--- src/rtl/config_chain_segment.sv ---
// Fabric-side config chain segment: LANES serial shift registers committed into shadow config on set.
// Optional per-lane shift-length checking is enabled by defining CFG_LEN_CHECK_EN.
module config_chain_segment #(
  parameter int CHAIN_LEN = 64,
  parameter int LANES     = 4
) (
  input  logic                         wb_clk_i,
  input  logic                         wb_rst_i,
  input  logic                         cen,
  input  logic [LANES-1:0]             shift_in,
  input  logic [LANES-1:0]             set_in,
  output logic [LANES-1:0]             shift_out,
  output logic [LANES-1:0]             set_out,
  output logic [LANES*CHAIN_LEN-1:0]   cfg_out,
  output logic [LANES-1:0]             cfg_valid,
  output logic [LANES-1:0]             len_err
);

  logic [LANES-1:0][CHAIN_LEN-1:0] sr_q, sr_d;
  logic [LANES-1:0][CHAIN_LEN-1:0] shadow_q, shadow_d;
  logic [LANES-1:0]                set_q;
  logic [LANES-1:0]                valid_q, valid_d;
  logic [LANES-1:0]                commit;

  // Commit captures the pre-shift register, so a shift in the same cycle belongs to the next frame.
  always_comb begin
    commit   = set_in & ~set_q;
    sr_d     = sr_q;
    shadow_d = shadow_q;
    valid_d  = valid_q;
    for (int l = 0; l < LANES; l++) begin
      if (commit[l]) begin
        shadow_d[l] = sr_q[l];
        valid_d[l]  = 1'b1;
      end
      if (cen) begin
        sr_d[l] = {sr_q[l][CHAIN_LEN-2:0], shift_in[l]};
      end
    end
  end

  always_ff @(posedge wb_clk_i) begin
    if (wb_rst_i) begin
      sr_q     <= '0;
      shadow_q <= '0;
      set_q    <= '0;
      valid_q  <= '0;
    end else begin
      sr_q     <= sr_d;
      shadow_q <= shadow_d;
      set_q    <= set_in;
      valid_q  <= valid_d;
    end
  end

  always_comb begin
    shift_out = '0;
    for (int l = 0; l < LANES; l++) begin
      shift_out[l] = sr_q[l][CHAIN_LEN-1];
    end
  end

  assign set_out   = set_q;
  assign cfg_out   = shadow_q;
  assign cfg_valid = valid_q;

`ifdef CFG_LEN_CHECK_EN
  localparam int CNT_W = $clog2(CHAIN_LEN + 1);
  localparam logic [CNT_W-1:0] CNT_FULL = CNT_W'(CHAIN_LEN);

  logic [LANES-1:0][CNT_W-1:0] cnt_q, cnt_d;
  logic [LANES-1:0]            len_err_q, len_err_d;

  // Counter saturates at a full frame; surplus bits are destined for downstream segments.
  always_comb begin
    cnt_d     = cnt_q;
    len_err_d = len_err_q;
    for (int l = 0; l < LANES; l++) begin
      if (commit[l]) begin
        len_err_d[l] = (cnt_q[l] < CNT_FULL);
        cnt_d[l]     = cen ? CNT_W'(1) : '0;
      end else if (cen && (cnt_q[l] < CNT_FULL)) begin
        cnt_d[l] = cnt_q[l] + CNT_W'(1);
      end
    end
  end

  always_ff @(posedge wb_clk_i) begin
    if (wb_rst_i) begin
      cnt_q     <= '0;
      len_err_q <= '0;
    end else begin
      cnt_q     <= cnt_d;
      len_err_q <= len_err_d;
    end
  end

  assign len_err = len_err_q;
`else
  assign len_err = '0;
`endif

endmodule

--- config.mk ---
export PLATFORM = sky130hd
export DESIGN_NAME = config_chain_segment
export DESIGN_NICKNAME = d
export VERILOG_FILES = /design/src/rtl/config_chain_segment.sv
export SDC_FILE = /design/constraint.sdc
export NUM_CORES = 1
export LEC_CHECK = 0
export BUFFER_PORTS_ARGS = -buffer_cell sky130_fd_sc_hd__buf_2
export CORE_UTILIZATION = 62
export DETAILED_ROUTE_END_ITERATION = 8
export PLACE_DENSITY = 0.92
export SYNTH_ARGS = -nofsm -noshare
export SYNTH_HDL_FRONTEND = slang
export SYNTH_SLANG_ARGS = --single-unit
--- constraint.sdc ---
create_clock -name wb_clk_i -period 1.9 [get_ports wb_clk_i]
set_input_delay 0.38 -clock wb_clk_i [delete_from_list [all_inputs] [get_ports wb_clk_i]]
set_output_delay 0.38 -clock wb_clk_i [all_outputs]
set_load 0.01 [all_outputs]
# Word-level counts from Yosys, hierarchy flattened
# Cells that the tools add are included.
# word_totals
latchBits	0
out_inout_bits	272
rom_bits	0
ram_bits	0
n_memories	0
regBits	520
elab_cells	15
# classes
n_lt_le_gt_ge	0
bitwise	2
muxes	0
multipliers	0
n_shift	0
add_sub_neg	0
div	0
n_reduce_logical	0
n_eq_ne	0
# ops
op	count
$and A4 B4 Y4	1
$not A4 Y4	1

# Depth between registers and ports, before layout
# depth
ltp_word	2
mapped_depth	5
mapped_depth_nobuf	2

# Least setup slack after synthesis
# No wires, ideal clock.
# synth_path
path_type	input port to flip-flop
start	input port cen
end	register sr_q[128] (netlist name)
required_ns	1.783
slack_ns	0.758
t_arrival_ns	1.025
path_stages	5
n_path_buf	3
cell_sequence	buf_4 > buf_6 > buf_6 > mux2i_1 > nor2_1
# synth_lines
element	line	source
from (decl)	9	input logic cen,
to (signal assigned)	49	sr_q <= sr_d;
to (decl)	19	logic [LANES-1:0][CHAIN_LEN-1:0] sr_q, sr_d;

# Worst setup path after layout
# layout_path
start	register set_q[0] (netlist: set_out[0])
end	output port set_out[0]
# layout_lines
element	line	source
from (decl)	21	logic [LANES-1:0] set_q;
from (signal assigned)	51	set_q <= set_in;
to (decl)	13	output logic [LANES-1:0] set_out,
# No word-level cell between the ends.

==> impl_metrics.py <==
metrics = {
    "drt": {
        "dr.pass1.iters": 5,
        "drc_errors": 0,
        "dr_total_vias": 15411,
        "vias_per_cell": 5.73,
        "drtIter0Drc": 1108,
        "routed_wl_mm": 45.8,
        "antenna_left": 0,
        "wl_per_cell_um": 17.0,
    },
    "setup_path": {
        "reg2reg_to": "cfg_out[192]",
        "max_stage_delay_ns": 0.56,
        "cp-startpoint": "set_out[0]",
        "end_kind": "primary output",
        "worst-path-stages": 1,
        "reg2reg_slack_ns": 0.46,
        "reg2reg_depth": 3,
        "critPathSlowestCell": "dfxtp_1",
        "worstSetupPathType": "flip-flop to primary output",
        "crit_fanout": 9,
        "path_cells": "buf_2",
        "r2r_start": "set_out[3]",
        "worstSetupStartpointType": "flip-flop",
        "arrival_ns": 1.33,
        "critPathTopFamily": "flip-flops",
        "crit_required_ns": 1.52,
        "path_buf_inv": 1,
        "cp-endpoint": "set_out[0]",
    },
    "placement": {
        "dp_hpwl_mm": 28.3,
        "placed_cell_area_sq_mm": 0.0225,
        "io_buffers": 278,
        "gp_congestion": 0.820,
    },
    "clock_network": {
        "clk_latency_ns": 0.57,
        "h-tree-depth": 2,
        "cts_inserted_buffers": 49,
        "clockBufferDepth": 3,
        "cts.clk_slew.worst_paths_ns": 0.07,
        "cts_root_buf": "clkbuf_16",
        "clock-sinks": 520,
        "hold_buffers": 0,
        "cts_tree": "done",
    },
    "sta": {
        "fmax_mhz": 585,
        "drv_slew": 0,
        "period_needed_ns": 1.71,
        "setup_viol": 0,
        "rsz0062_at_grt": "false",
        "finalCritPeriodShare_pct": 90.0,
        "max_slew_margin_pct": 55.4,
        "final_hold_viol_count": 0,
        "skew_ns": 0.0186,
        "tightest_slew_ns": 0.669,
        "fin_setup_tns_ns": 0,
    },
    "synth": {
        "ys_warn_count": 0,
        "ys_types": 15,
        "avgSynthCellArea_sq_um": 10.5,
        "ys_seq_elements": 520,
        "ys_seq_area_share_pct": 48.9,
        "synthCells": 2020,
        "netlist_area_sq_mm": 0.0213,
    },
    "final_layout": {
        "final_cell_mix": "dfxtp_1, buf_2",
        "fillers": 2265,
        "final_common_cell": "dfxtp_1",
        "antenna_cells": 0,
        "finalNetCount": 2215,
        "multiInputGateArea_sq_mm": 0.00942,
        "fin_area_sq_mm": 0.0241,
        "seq_area_sq_mm": 0.0104,
        "drive_above_1_share_pct": 19.0,
        "areaGrowthSynthToFinish_pct": 13.5,
    },
    "power_and_ir_drop": {
        "p_int_mw": 17.3,
        "p_switching_mw": 4.73,
        "cellPowerDensity_mw_per_mm2": 912,
        "seqPwrFrac_pct": 49.8,
        "combPwrFrac_pct": 5.3,
        "p_sw_share_pct": 21.5,
        "ir_worst_vdd_mv": 0.717,
        "leakagePower_nw": 9.94,
        "p_clk_share_pct": 44.9,
    },
    "grt": {
        "gr-total-overflow": 0,
        "grt_pass1_vias": 14753,
        "grt_pass1_wl_mm": 74.5,
        "gr-usage-all-layers_pct": 25.1,
        "grt_max_degree": 101,
        "antenna_found_initial": 0,
    },
    "floorplan": {
        "core_area_sq_mm": 0.0336,
        "ioPinCount": 283,
        "start_util_pct": 63.3,
        "die_x_um": 187,
        "fp.dieH_um": 187,
        "die_area_sq_mm": 0.0351,
        "rows": 67,
    },
    "run": {
        "maxCapViolations": 0,
    },
    "worst_hold_path": {
        "hp-class": "input port to flip-flop",
    },
    "status": {
        "status": "completed",
    },
}
## through the flow
| step | instances | setup slack, ns | hold WS, ns | utilization (%) | power [mW] |
|---|---|---|---|---|---|
| 2_1_floorplan | 2023 | 0.758 | 0.475 | - | 12.2 |
| 3_3_place_gp | 2601 | 0.425 | 0.449 | 66.9 | 12.3 |
| 3_5_place_dp | 2601 | 0.357 | 0.452 | 66.9 | 12.4 |
| 4_1_cts | 2690 | 0.0304 | 0.0504 | 71.8 | 22.2 |
| 5_1_grt | 2690 | 0.126 | 0.0803 | 71.8 | 22.7 |
| 6_report | 2690 | 0.190 | 0.0662 | 71.8 | 22.0 |
## area by class of cell
type,instances,area share (%)
well taps,448,2.32
flip-flops and latches,520,43.1
clock inverters,16,0.777
clock buffers,73,6.03
repair buffers,337,8.72
multi-input cells,1296,39.0
## worst register-to-register path: stages (launching register included)
cell and delay, ns:
dfxtp_2 0.40, nor2b_4 0.14, buf_4 0.55, o21ai_1 0.22
## synthesized netlist by cell type
library cell	instances	area, sq um
o21ba_2	4	40.0
nand2b_1	256	1600
nor2b_1	8	50.1
o21ai_1	255	1280
buf_4	16	120
buf_6	80	901
clkbuf_1	70	263
conb_1	1	3.75
o21ai_0	1	5.00
buf_2	24	120
nand4bb_1	256	2880
clkbuf_2	17	85.1
nor2_1	256	961
dfxtp_1	520	10400
mux2i_1	256	2560
## registers in the layout (all words and copies together), names as in the netlist
name / cells
cfg_out: 256
shift_out: 4
cfg_valid: 4
sr_q: 252
set_out: 4
## worst min path at each step
stage	start	to	cells after the start
6_report	shift_in[3]	sr_q[192]	3
5_1_grt	shift_in[1]	sr_q[64]	3
4_1_cts	shift_in[3]	sr_q[192]	3
3_5_place_dp	cfg_out[84]	cfg_out[84]	2
3_3_place_gp	cfg_out[139]	cfg_out[139]	2
2_1_floorplan	sr_q[0]	cfg_out[0]	2
## power groups by stage
stage                     registers [mW]  clock network (mW)  logic [mW]
final                               11.0                9.89        1.18
after global routing                11.0                10.5        1.24
after CTS                           11.0                10.1        1.17
after detailed placement            11.2                   0        1.16
after global placement              11.2                   0        1.14
after floorplan                     11.2                   0        1.05
## routing by layer
layer  routed length [um]  vias up  GRT usage, %
met5                    0        -             0
met4                 1160        0          8.54
met3                 2300       96          3.77
met2                21900      443          41.7
met1                20400     7499          33.5
li1                     -     7373             -
## cell families after synthesis
group           synth area share (%)
compound gates                  6.21
buf+inv                         7.00
flops                           48.9
mux                             12.0
other cells                   0.0176
simple gates                    25.8
## timing repair
| action | CTS | global route |
|---|---|---|
| endpoints found under the hold margin | 0 | 0 |
| endpoints found under the setup margin | 0 | 2 |
| gates resized for setup | 0 | 2 |
| setup buffers | 0 | 0 |
(Power assumes the default switching activity.)
